[config.mk]
export PLATFORM = sky130hd
export DESIGN_NAME = irq_ctrl_flat
export DESIGN_NICKNAME = d
export VERILOG_FILES = /design/src/rtl/irq_ctrl_if.sv /design/src/rtl/irq_ctrl.sv /design/src/flat_wrapper.sv
export SDC_FILE = /design/constraint.sdc
export NUM_CORES = 1
export LEC_CHECK = 0
export BUFFER_PORTS_ARGS = -buffer_cell sky130_fd_sc_hd__buf_4
export CAP_MARGIN = 20
export CORE_MARGIN = 1.5
export CORE_UTILIZATION = 30
export DETAILED_ROUTE_END_ITERATION = 8
export MAX_ROUTING_LAYER = met4
export SYNTH_ARGS = -nofsm -noshare
export SYNTH_HDL_FRONTEND = slang
export SYNTH_SLANG_ARGS = --single-unit
export TNS_END_PERCENT = 100
[constraint.sdc]
create_clock -name clock -period 1.5 [get_ports clock]
set_input_delay 0.3 -clock clock [delete_from_list [all_inputs] [get_ports clock]]
set_output_delay 0.3 -clock clock [all_outputs]
set_load 0.02 [all_outputs]
[src/rtl/irq_ctrl_if.sv]
// Register-window bus between the BIFROST register decoder and irq_ctrl.
//   reg_addr : register select (0 STATUS, 1 PENDING, 2 MASK, 3 MODE, 4 ID, 5-7 unused)
//   wr_en    : single-cycle write strobe, already qualified by chip select and rw low
//   wdata    : write data, sampled while wr_en is high
//   rdata    : combinational read data for reg_addr
// master = register decoder / CPU side, slave = irq_ctrl.
interface irq_ctrl_if;
  logic [2:0] reg_addr;
  logic       wr_en;
  logic [7:0] wdata;
  logic [7:0] rdata;

  modport master (
    output reg_addr,
    output wr_en,
    output wdata,
    input  rdata
  );

  modport slave (
    input  reg_addr,
    input  wr_en,
    input  wdata,
    output rdata
  );
endinterface

[src/rtl/irq_ctrl.sv]
// Interrupt controller between the BIFROST peripheral IRQ lines and the 6502 IRQB pin.
// Synchronises eight active-low requests, latches each as level or edge, applies an
// enable mask and drives a registered active-low irq_n.
//   clock : system clock (CPU phase), rising edge only
//   reset : asynchronous, active-high; clears all state and forces irq_n high at once
//   src_n : active-low requests (0 via1, 1 via2, 2 uart, 3 uart_txa, 4 uart_rxa,
//           5 uart_txb, 6 uart_rxb, 7 spare)
//   bus   : register window (see irq_ctrl_if); reads are side-effect free
//   irq_n : registered active-low interrupt to the CPU
// The register layout is fixed for NSRC = 8; SYNC_STAGES must be at least 2.
module irq_ctrl #(
  parameter int unsigned NSRC        = 8,
  parameter int unsigned SYNC_STAGES = 2
) (
  input  logic            clock,
  input  logic            reset,
  input  logic [NSRC-1:0] src_n,
  irq_ctrl_if.slave       bus,
  output logic            irq_n
);

  localparam logic [2:0] AddrStatus  = 3'd0;
  localparam logic [2:0] AddrPending = 3'd1;
  localparam logic [2:0] AddrMask    = 3'd2;
  localparam logic [2:0] AddrMode    = 3'd3;
  localparam logic [2:0] AddrId      = 3'd4;

  // Synchroniser holds active-high request, so its reset value of 0 means "not requesting".
  logic [SYNC_STAGES-1:0][NSRC-1:0] sync_q, sync_d;
  logic [NSRC-1:0] req;
  logic [NSRC-1:0] req_prev_q, req_prev_d;
  logic [NSRC-1:0] pending_q, pending_d;
  logic [NSRC-1:0] mask_q, mask_d;
  logic [NSRC-1:0] mode_q, mode_d;
  logic            irq_n_q, irq_n_d;

  logic [NSRC-1:0] edge_det;
  logic [NSRC-1:0] w1c;
  logic [NSRC-1:0] mode_chg;
  logic [NSRC-1:0] enabled;
  logic            id_active;
  logic [2:0]      id_idx;

  assign req      = sync_q[SYNC_STAGES-1];
  // req_prev_q resets to 0 alongside the synchroniser, so no edge fires on reset release.
  assign edge_det = req & ~req_prev_q;
  assign enabled  = pending_q & mask_q;

  always_comb begin
    sync_d     = {sync_q[SYNC_STAGES-2:0], ~src_n};
    req_prev_d = req;
  end

  // Register writes.
  always_comb begin
    w1c      = '0;
    mode_chg = '0;
    mask_d   = mask_q;
    mode_d   = mode_q;
    if (bus.wr_en) begin
      case (bus.reg_addr)
        AddrPending: w1c = bus.wdata;
        AddrMask:    mask_d = bus.wdata;
        AddrMode: begin
          mode_d   = bus.wdata;
          mode_chg = bus.wdata ^ mode_q;
        end
        default: ;
      endcase
    end
  end

  // Level bits track req; edge bits set on an edge (set beats W1C); a mode change clears
  // the bit for the write cycle so it restarts cleanly in its new mode.
  always_comb begin
    pending_d = (~mode_q & req) | (mode_q & ((pending_q & ~w1c) | edge_det));
    pending_d = pending_d & ~mode_chg;
    irq_n_d   = ~|enabled;
  end

  always_ff @(posedge clock or posedge reset) begin
    if (reset) begin
      sync_q     <= '0;
      req_prev_q <= '0;
      pending_q  <= '0;
      mask_q     <= '0;
      mode_q     <= '0;
      irq_n_q    <= 1'b1;
    end else begin
      sync_q     <= sync_d;
      req_prev_q <= req_prev_d;
      pending_q  <= pending_d;
      mask_q     <= mask_d;
      mode_q     <= mode_d;
      irq_n_q    <= irq_n_d;
    end
  end

  assign irq_n = irq_n_q;

  // Lowest-numbered enabled pending bit wins; scan high to low so the last hit is the lowest.
  always_comb begin
    id_active = |enabled;
    id_idx    = 3'd0;
    for (int i = int'(NSRC) - 1; i >= 0; i--) begin
      if (enabled[i]) id_idx = 3'(i);
    end
  end

  always_comb begin
    bus.rdata = 8'h00;
    case (bus.reg_addr)
      AddrStatus:  bus.rdata = req;
      AddrPending: bus.rdata = pending_q;
      AddrMask:    bus.rdata = mask_q;
      AddrMode:    bus.rdata = mode_q;
      AddrId:      bus.rdata = {id_active, 4'b0000, id_idx};
      default:     bus.rdata = 8'h00;
    endcase
  end

endmodule

[src/flat_wrapper.sv]
// flat-port wrapper written by rule: the top's interface ports become plain ports
module irq_ctrl_flat 
#(
  parameter int unsigned NSRC        = 8,
  parameter int unsigned SYNC_STAGES = 2
)
  (clock, reset, src_n, irq_n, bus_reg_addr, bus_wr_en, bus_wdata, bus_rdata);
  irq_ctrl_if bus_i ();
  input  logic clock;
  input  logic reset;
  input  logic [NSRC-1:0] src_n;
  output logic irq_n;
  input wire logic [$bits(bus_i.reg_addr)-1:0] bus_reg_addr;
  input wire logic [$bits(bus_i.wr_en)-1:0] bus_wr_en;
  input wire logic [$bits(bus_i.wdata)-1:0] bus_wdata;
  output wire logic [$bits(bus_i.rdata)-1:0] bus_rdata;
  assign bus_i.reg_addr = bus_reg_addr;
  assign bus_i.wr_en = bus_wr_en;
  assign bus_i.wdata = bus_wdata;
  assign bus_rdata = bus_i.rdata;
  irq_ctrl #(.NSRC(NSRC), .SYNC_STAGES(SYNC_STAGES)) u_core (.clock(clock), .reset(reset), .src_n(src_n), .bus(bus_i), .irq_n(irq_n));
endmodule
=== After elaboration in Yosys (flattened, before gate mapping) ===
Index checks and enable logic that the tools add are counted.

* Register bits after elaboration: 49
* Memory bits (read-only): 0
* Memory bits (writable): 0
* Logic and storage cells: 43
* Memories: 0
* Bits in latches: 0
* Output and inout port bits: 9

* Muxes and demuxes: 13
* $lt $le $gt $ge: 0
* Equal/unequal tests: 4
* Add/subtract/negate cells: 0
* Divide/modulo/power cells: 0
* Reduce and logical (&&, ||, !) cells: 5
* Multiply operators: 0
* Bitwise operators: 14
* Shift-type cells: 0

{| class="wikitable"
|+ Operator list
! operator !! count
|-
| 8-bit bitwise AND || 6
|-
| 8-bit NOT || 5
|-
| 8-bit one-hot mux with 5 select lines || 1
|-
| 8-bit 2-to-1 mux || 4
|-
| 3-bit 2-to-1 mux || 8
|-
| 8-bit OR || 2
|-
| 8-bit OR reduction || 1
|-
| 8-bit XOR || 1
|-
| 3-bit by 2-bit equality test with 1-bit output, second input constant || 2
|-
| 2-bit AND reduction || 2
|-
| 3-bit by 1-bit equality test with 1-bit output, second input constant || 1
|-
| 3-bit equality test, second input constant || 1
|-
| 3-bit zero test || 1
|-
| 1-bit zero test || 1
|}

=== Depth between registers and ports, before layout ===
Gate-level depths: netlist (run 1).

* Word-level depth: 10
* Depth in mapped cells: 5

=== Least setup slack after synthesis (run 1) ===
OpenSTA, ideal clock, no wires.

* Kind: in2out
* Start: input bus_reg_addr[0]
* End: output bus_rdata[2]
* Data arrival time: 1,296 ps
* Path slack: -96 ps
* Stages: 4
* Data required time: 1,200 ps
* Cell sequence: buf_6 -> nor2_1 -> nand4_1 -> o32ai_1

* Cells in the longest elaborated chain, start to end: 2

{| class="wikitable"
|+ RTL lines
! element !! RTL line !! RTL
|-
| from (decl) || flat_wrapper.sv:13 || <nowiki>input wire logic [$bits(bus_i.reg_addr)-1:0] bus_reg_addr;</nowiki>
|-
| 3-bit equality test (tied with other cells) || irq_ctrl.sv:112 || <nowiki>case (bus.reg_addr)</nowiki>
|-
| 8-bit one-hot mux with 5 select lines * || irq_ctrl.sv:112 ||
|-
| to (decl) || flat_wrapper.sv:16 || <nowiki>output wire logic [$bits(bus_i.rdata)-1:0] bus_rdata;</nowiki>
|}

Every way passes the cells marked *; elsewhere a longest branch is shown, timed or not.

=== Final worst setup path (run 1) ===
* Start: register u_core.pending_q[6]
* End: output bus_rdata[7]

* Cells in the longest elaborated chain, start to end: 3

{| class="wikitable"
|+ RTL lines
! element !! RTL line !! RTL
|-
| from (decl) || irq_ctrl.sv:32 || <nowiki>logic [NSRC-1:0] pending_q, pending_d;</nowiki>
|-
| from (signal assigned) || irq_ctrl.sv:92 || <nowiki>pending_q <= pending_d;</nowiki>
|-
| 8-bit bitwise AND || irq_ctrl.sv:47 || <nowiki>assign enabled = pending_q & mask_q;</nowiki>
|-
| 8-bit OR reduction || irq_ctrl.sv:103 || <nowiki>id_active = |enabled;</nowiki>
|-
| 8-bit one-hot mux with 5 select lines || irq_ctrl.sv:112 ||
|}

Every way passes these cells.

==> results of run 1 <==
## kinds of logic (layout without fill, tap and decap cells)
| family | Yosys count | count (layout) | share of synthesized area |
|---|---|---|---|
| simple gates | 86 | 86 | 0.190 |
| flops | 49 | 49 | 0.547 |
| compound gates | 32 | 32 | 0.0947 |
| buf+inv | 21 | 93 | 0.0485 |
| mux | 16 | 16 | 0.120 |
## registers in the layout (all words and copies together) (netlist names)
| name | flops |
|---|---|
| u_core.mask_q | 8 |
| u_core.mode_q | 8 |
| u_core.pending_q | 8 |
| u_core.req | 8 |
| u_core.req_prev_q | 8 |
| u_core.sync_d | 8 |
| u_core.irq_n | 1 |
## cell type report
cell class                 instances  area [sq um]  area share
timing repair buffer              72           617       0.198
sequential                        49          1230       0.394
clock inverter                     3          65.1      0.0208
multi-input combinational        134           970       0.311
clock buffer                       5          68.8      0.0220
tap                               99           124      0.0397
inverter                          13          48.8      0.0156
## Yosys cell counts (all sizes together), types with 2 or more instances
| cell type | count | area, sq um |
|---|---|---|
| a21oi | 4 | 20.0 |
| a22o | 4 | 35.0 |
| and4b | 2 | 20.0 |
| and4bb | 2 | 25.0 |
| buf | 7 | 56.3 |
| dfrtp | 48 | 1200 |
| inv | 13 | 48.8 |
| mux2 | 8 | 90.1 |
| mux4 | 8 | 180 |
| nand2 | 53 | 199 |
| nand3 | 9 | 45.0 |
| nand3b | 4 | 30.0 |
| nand4 | 2 | 12.5 |
| nor2 | 6 | 22.5 |
| nor2b | 4 | 25.0 |
| o2111ai | 4 | 35.0 |
| o21ai | 8 | 40.0 |
| o22ai | 7 | 43.8 |
## placed cells by master, fill, tap and decap left out, types with 3 or more instances in the layout
cell / count
nand3b_1: 4
buf_4: 61
nand2_1: 52
buf_6: 7
a22o_1: 4
mux2_1: 8
nor2_1: 6
o22ai_1: 5
clkbuf_8: 5
o21ai_1: 6
mux4_2: 8
inv_1: 11
buf_12: 4
a21oi_1: 4
nand3_1: 9
nor2b_1: 3
dfrtp_1: 47
o2111ai_1: 4
## tightest hold or removal path, stage by stage
cell and delay (ns):
buf_4 0.11, inv_2 0.05, buf_12 0.26
## worst max path at each step
stage | startpoint | to | slack, ns | cells after the start
finish | u_core.pending_q[6] | bus_rdata[7] | -0.38 | 5
global route | u_core.pending_q[6] | bus_rdata[7] | -0.47 | 5
CTS | u_core.mask_q[4] | bus_rdata[4] | -0.41 | 4
detailed placement | bus_reg_addr[0] | bus_rdata[1] | -0.20 | 5
global placement | bus_reg_addr[0] | bus_rdata[1] | -0.20 | 5
floorplan | reset | u_core.mask_q[0] | 0.03 | 1
## stage by stage
| stage | power, mW | util | cells | hold slack, ns | TNS (ns) |
|---|---|---|---|---|---|
| 5_1_grt | 3.92 | 0.430 | 375 | 0.0404 | -3.17 |
| 3_3_place_gp | 2.49 | 0.396 | 362 | 0.332 | -1.43 |
| 6_report | 3.72 | 0.430 | 375 | 0.0250 | -2.66 |
| 2_1_floorplan | 2.09 | - | 204 | 0.331 | 0 |
| 4_1_cts | 3.72 | 0.427 | 374 | 0.0325 | -2.78 |
| 3_5_place_dp | 2.51 | 0.396 | 362 | 0.335 | -1.42 |
## what timing repair did
item | CTS | global route
pin swaps | 5 | 1
gates resized for setup | 13 | 6
setup endpoints to repair | 8 | 8
setup buffers | 4 | 1
## power by group through the flow
| stage | combinational (mW) | clock (mW) | sequential (mW) |
|---|---|---|---|
| 3_3_place_gp | 0.858 | 0 | 1.63 |
| 2_1_floorplan | 0.444 | 0 | 1.64 |
| 4_1_cts | 0.957 | 1.14 | 1.62 |
| 5_1_grt | 1.06 | 1.20 | 1.65 |
| 3_5_place_dp | 0.868 | 0 | 1.64 |
| 6_report | 0.981 | 1.11 | 1.63 |
## routing by layer
metal / vias up / global-route usage / wire length (um)
met4: 0 / 0.0559 / 76
met3: 6 / 0.0314 / 187
li1: 861 / - / -
met1: 846 / 0.185 / 2460
met2: 40 / 0.238 / 2580
met5: - / - / 0
==> reports/qor.csv, run 1 <==
stage,metric,value,unit
setup_path,CP top delay family,simple AND/OR/NAND/NOR gates,
drt,drt first pass iters,4,
floorplan,Die X,89.5,um
yosys,Synth Instances,204,
grt,GRT overflow,0,
setup_path,startpoint types,flop,
setup_path,worst r2r src,u_core.pending_q[6],
sta,final period utilization,1.25,
sta,Worst Skew,0.00379,ns
finish,final instance area,3120,sq um
placed_design,Placed Area,2870,sq um
setup_path,crit path cell chain,"a22oi_2, and3_1, and4b_2, o22ai_2, buf_6",
finish,Ant. Diodes,0,
pwr,sw frac,0.273,
setup_path,CP Capture Type,output pin,
sta,fmax,533,MHz
drt,First DRT Iteration DRCs,64,
job,max-cap violations,0,
setup_path,CP max stage cell,dfrtp_1,
sta,RSZ-0062 raised after global routing,yes,
clock_network,"CTS clk-pin slew, worst paths",0.09,ns
run_status,failing checks,negative setup slack,
clock_network,worst skew pair latency,0.31,ns
finish,share of layout cells above drive strength 1,0.370,
drt,DR DRC count,0,
pwr,worst ir drop on vdd,516,uV
drt,Via density,4.67,
setup_path,worst path bufs/invs,1,
floorplan,die height,89.5,um
yosys,Mapped Avg Cell Area,11.0,sq um
grt,vias in the first global route,1750,
setup_path,CP Class,flop to output pin,
grt,antenna violations before repair,0,
clock_network,CTS tree,done,
drt,Avg WL per Cell,14.1,um
sta,Max transition margin,0.819,
pwr,Flop pwr share,0.437,
floorplan,Core Area,7250,sq um
floorplan,row count,31,
clock_network,clock root cell,clkbuf_8,
sta,PnR worst setup slack,-0.377,ns
yosys,post-synthesis async set-or-reset flop share,1.00,
clock_network,clk sink count,49,
pwr,Lkg Pwr,1.46,nW
yosys,register area share after synthesis,0.547,
finish,Area Growth Syn to Fin,39.0,%
clock_network,CTS Buffer Depth,2,
placed_design,Setup Slack @ Placement,-0.196,ns
yosys,warnings from Yosys,0,
sta,Final min period,1.88,ns
placed_design,Placer Congestion,0.747,
floorplan,Die ar.,8010,sq um
run_status,status,"complete, but fails checks",
setup_path,Crit Path Max Fanout,2,
yosys,Mapped Area,2250,sq um
placed_design,IO Port Bufs,30,
drt,post-route ant nets,0,
drt,via count,1753,
finish,nets@finish,297,
drt,Post-Route WL,5.31,mm
pwr,Sw Pwr,1.02,mW
sta,measured slew at the worst slew-check pin,0.271,ns
hold_path,Hold Path Class,primary input to asynchronous set/reset pin,
clock_network,# H-tree levels,2,
finish,FILL cells,696,
setup_path,Reg2Reg Depth,4,
setup_path,worst stage delay on the critical path,0.42,ns
setup_path,worst endpoint required time,1.20,ns
setup_path,R2R setup slack,0.30,ns
pwr,Clk pwr share,0.299,
pwr,pwr dens,1190,nW/um^2
setup_path,RR Endpoint,u_core.irq_n,
yosys,post-synth cell types,32,
sta,max-slew violations,0,
yosys,"FF+latch count, synth",49,
clock_network,hold buffers post-CTS,0,
grt,first-pass GRT wire length,8.49,mm
clock_network,CTS Buf Count,5,
sta,Fin. Hold Viols,0,
floorplan,# IOs,31,
yosys,top_reg_cell synth,dfrtp_1,
pwr,Pint,2.71,mW
setup_path,WP data arrival,1.58,ns
yosys,"EDFF count, synth",0,
floorplan,starting density of the core,0.310,
sta,final setup violation count,8,
pwr,Logic pwr share,0.263,
grt,All-Layer GR Usage,0.149,
yosys,syn nets,226,
placed_design,DP HPWL,3.63,mm
grt,pin count of the biggest net entering global routing,50,
Note: power is estimated with default switching activity, not from simulation.
==> inputs of run 2 (changes only) <==
PLACE_DENSITY = 0.55   (was not set)
==> run 2 against run 1 <==
Effect of this change: the flow still finishes with violations (negative setup slack); sequential power is essentially flat; final area shrank 4.4%; routed wire length shrank 2.7%; hold slack lost 0.00057 ns; via count grew 0.86%; largest power group unchanged.
==> reports/qor.csv, run 2 (synthesis gave the netlist of run 1 again) <==
stage,metric,value,unit
finish,nets@finish,291,
pwr,worst ir drop on vdd,616,uV
finish,share of layout cells above drive strength 1,0.352,
clock_network,# H-tree levels,2,
drt,Avg WL per Cell,14.0,um
setup_path,worst stage delay on the critical path,0.44,ns
sta,measured slew at the worst slew-check pin,0.287,ns
sta,max-slew violations,0,
sta,final setup violation count,8,
clock_network,CTS tree,done,
drt,via count,1768,
setup_path,CP max stage cell,dfrtp_1,
sta,Max transition margin,0.807,
drt,First DRT Iteration DRCs,103,
run_status,failing checks,negative setup slack,
setup_path,CP Class,flop to output pin,
sta,PnR worst setup slack,-0.414,ns
drt,post-route ant nets,0,
grt,antenna violations before repair,0,
sta,final period utilization,1.28,
drt,drt first pass iters,4,
finish,Util after Layout,0.411,
setup_path,Crit Path Max Fanout,4,
clock_network,CTS Buffer Depth,2,
clock_network,CTS Buf Count,5,
placed_design,IO Port Bufs,30,
sta,Worst Skew,0.00830,ns
floorplan,row count,31,
clock_network,"CTS clk-pin slew, worst paths",0.09,ns
setup_path,CP top delay family,flip-flops,
pwr,pwr dens,1120,nW/um^2
pwr,Lkg Pwr,1.40,nW
drt,DR WL met3,162,um
setup_path,worst path bufs/invs,1,
placed_design,# placed instances,353,
finish,Ant. Diodes,0,
setup_path,Reg2Reg Depth,6,
hold_path,Hold Path Class,primary input to asynchronous set/reset pin,
floorplan,starting density of the core,0.310,
drt,DR top layer,met4,
finish,Area Growth Syn to Fin,32.8,%
placed_design,Placed Area,2790,sq um
finish,most frequent cells in the layout,"buf_4 (59), nand2_1 (52), dfrtp_1 (46)",
grt,first-pass GRT wire length,9.01,mm
placed_design,DP HPWL,3.53,mm
floorplan,die height,89.5,um
grt,vias in the first global route,1789,
grt,pin count of the biggest net entering global routing,50,
setup_path,crit path cell chain,"a22oi_2, and3_4, and4b_1, o22ai_1, buf_4",
drt,met1 WL,2.50,mm
clock_network,worst skew pair latency,0.31,ns
floorplan,Core Area,7250,sq um
drt,met2 routed WL,2.41,mm
drt,DR DRC count,0,
setup_path,WP data arrival,1.61,ns
finish,Final Non-Filler Cells,369,
run_status,status,"complete, but fails checks",
setup_path,startpoint types,flop,
sta,Final min period,1.91,ns
setup_path,Crit. path cell count,5,
setup_path,CP Capture Type,output pin,
sta,fmax,522,MHz
floorplan,# IOs,31,
sta,Fin. Hold Viols,0,
placed_design,Placer Congestion,0.739,
grt,All-Layer GR Usage,0.155,
grt,GRT overflow,0,
job,max-cap violations,0,
drt,Via density,4.79,
sta,RSZ-0062 raised after global routing,yes,
setup_path,R2R setup slack,0.12,ns
setup_path,RR Endpoint,u_core.irq_n,
finish,"commonest non-fill, non-tap cell in the layout",buf_4,
floorplan,Die X,89.5,um
floorplan,Die ar.,8010,sq um
setup_path,worst r2r src,u_core.pending_q[4],
clock_network,clk sink count,49,
clock_network,hold buffers post-CTS,0,
drt,Post-Route WL,5.17,mm
finish,final instance area,2980,sq um
setup_path,worst endpoint required time,1.20,ns
clock_network,clock root cell,clkbuf_8,
-- run 2: cell types whose count changed in the layout (fill, tap and decap cells not counted), sizes merged --
cell	delta
clkinvlp	+1
bufinv	-2
clkinv	+1
buf	-6
-- run 2: tightest hold or removal path, delay by kind of cell --
| kind | cells | cell delay [ns] |
|---|---|---|
| buffers and inverters | 3 | 0.41 |
-- run 2: metrics by stage --
| stage | hold slack (ns) | worst slack [ns] | power (mW) | TNS (ns) |
|---|---|---|---|---|
| 6_report | 0.0245 | -0.414 | 3.34 | -2.62 |
| 4_1_cts | 0.0422 | -0.400 | 3.35 | -2.65 |
| 5_1_grt | 0.0489 | -0.486 | 3.56 | -3.20 |
| 2_1_floorplan | 0.331 | 0.0263 | 2.09 | 0 |
| 3_3_place_gp | 0.333 | -0.171 | 2.45 | -1.41 |
| 3_5_place_dp | 0.335 | -0.182 | 2.47 | -1.61 |
-- run 2: per-layer routing --
metal / GRT usage / vias to the layer above
met5: - / -
met4: 0.0531 / 0
met3: 0.0332 / 12
met2: 0.238 / 31
met1: 0.204 / 878
li1: - / 847
-- run 2: cell type report --
class | count | area (sq um)
flip-flops and latches | 49 | 1230
well taps | 99 | 124
clock buffers | 5 | 68.8
inverters | 13 | 48.8
clock inverters | 3 | 17.5
fillers | 740 | 4270
multi-input cells | 134 | 946
repair buffers | 66 | 548
-- run 2: what timing repair did --
item | 4_1_cts | 5_1_grt
gates resized for setup | 9 | 4
setup endpoints to repair | 8 | 8
setup buffers | 7 | 1
pin swaps | 6 | 5
-- run 2: worst max path at each step --
| stage | startpoint | endpoint | slack (ns) |
|---|---|---|---|
| 5_1_grt | u_core.pending_q[4] | bus_rdata[7] | -0.49 |
| 6_report | u_core.pending_q[4] | bus_rdata[7] | -0.41 |
| 3_5_place_dp | bus_reg_addr[0] | bus_rdata[5] | -0.18 |
| 3_3_place_gp | bus_reg_addr[0] | bus_rdata[6] | -0.17 |
| 2_1_floorplan | reset | u_core.mask_q[0] | 0.03 |
| 4_1_cts | u_core.mask_q[6] | bus_rdata[7] | -0.40 |
-- run 2: report_power, final --
| group | switching (mW) | leakage, nW | internal, mW |
|---|---|---|---|
| registers | 0.130 | 0.579 | 1.50 |
| clock network | 0.457 | 0.0439 | 0.323 |
| logic | 0.406 | 0.781 | 0.525 |
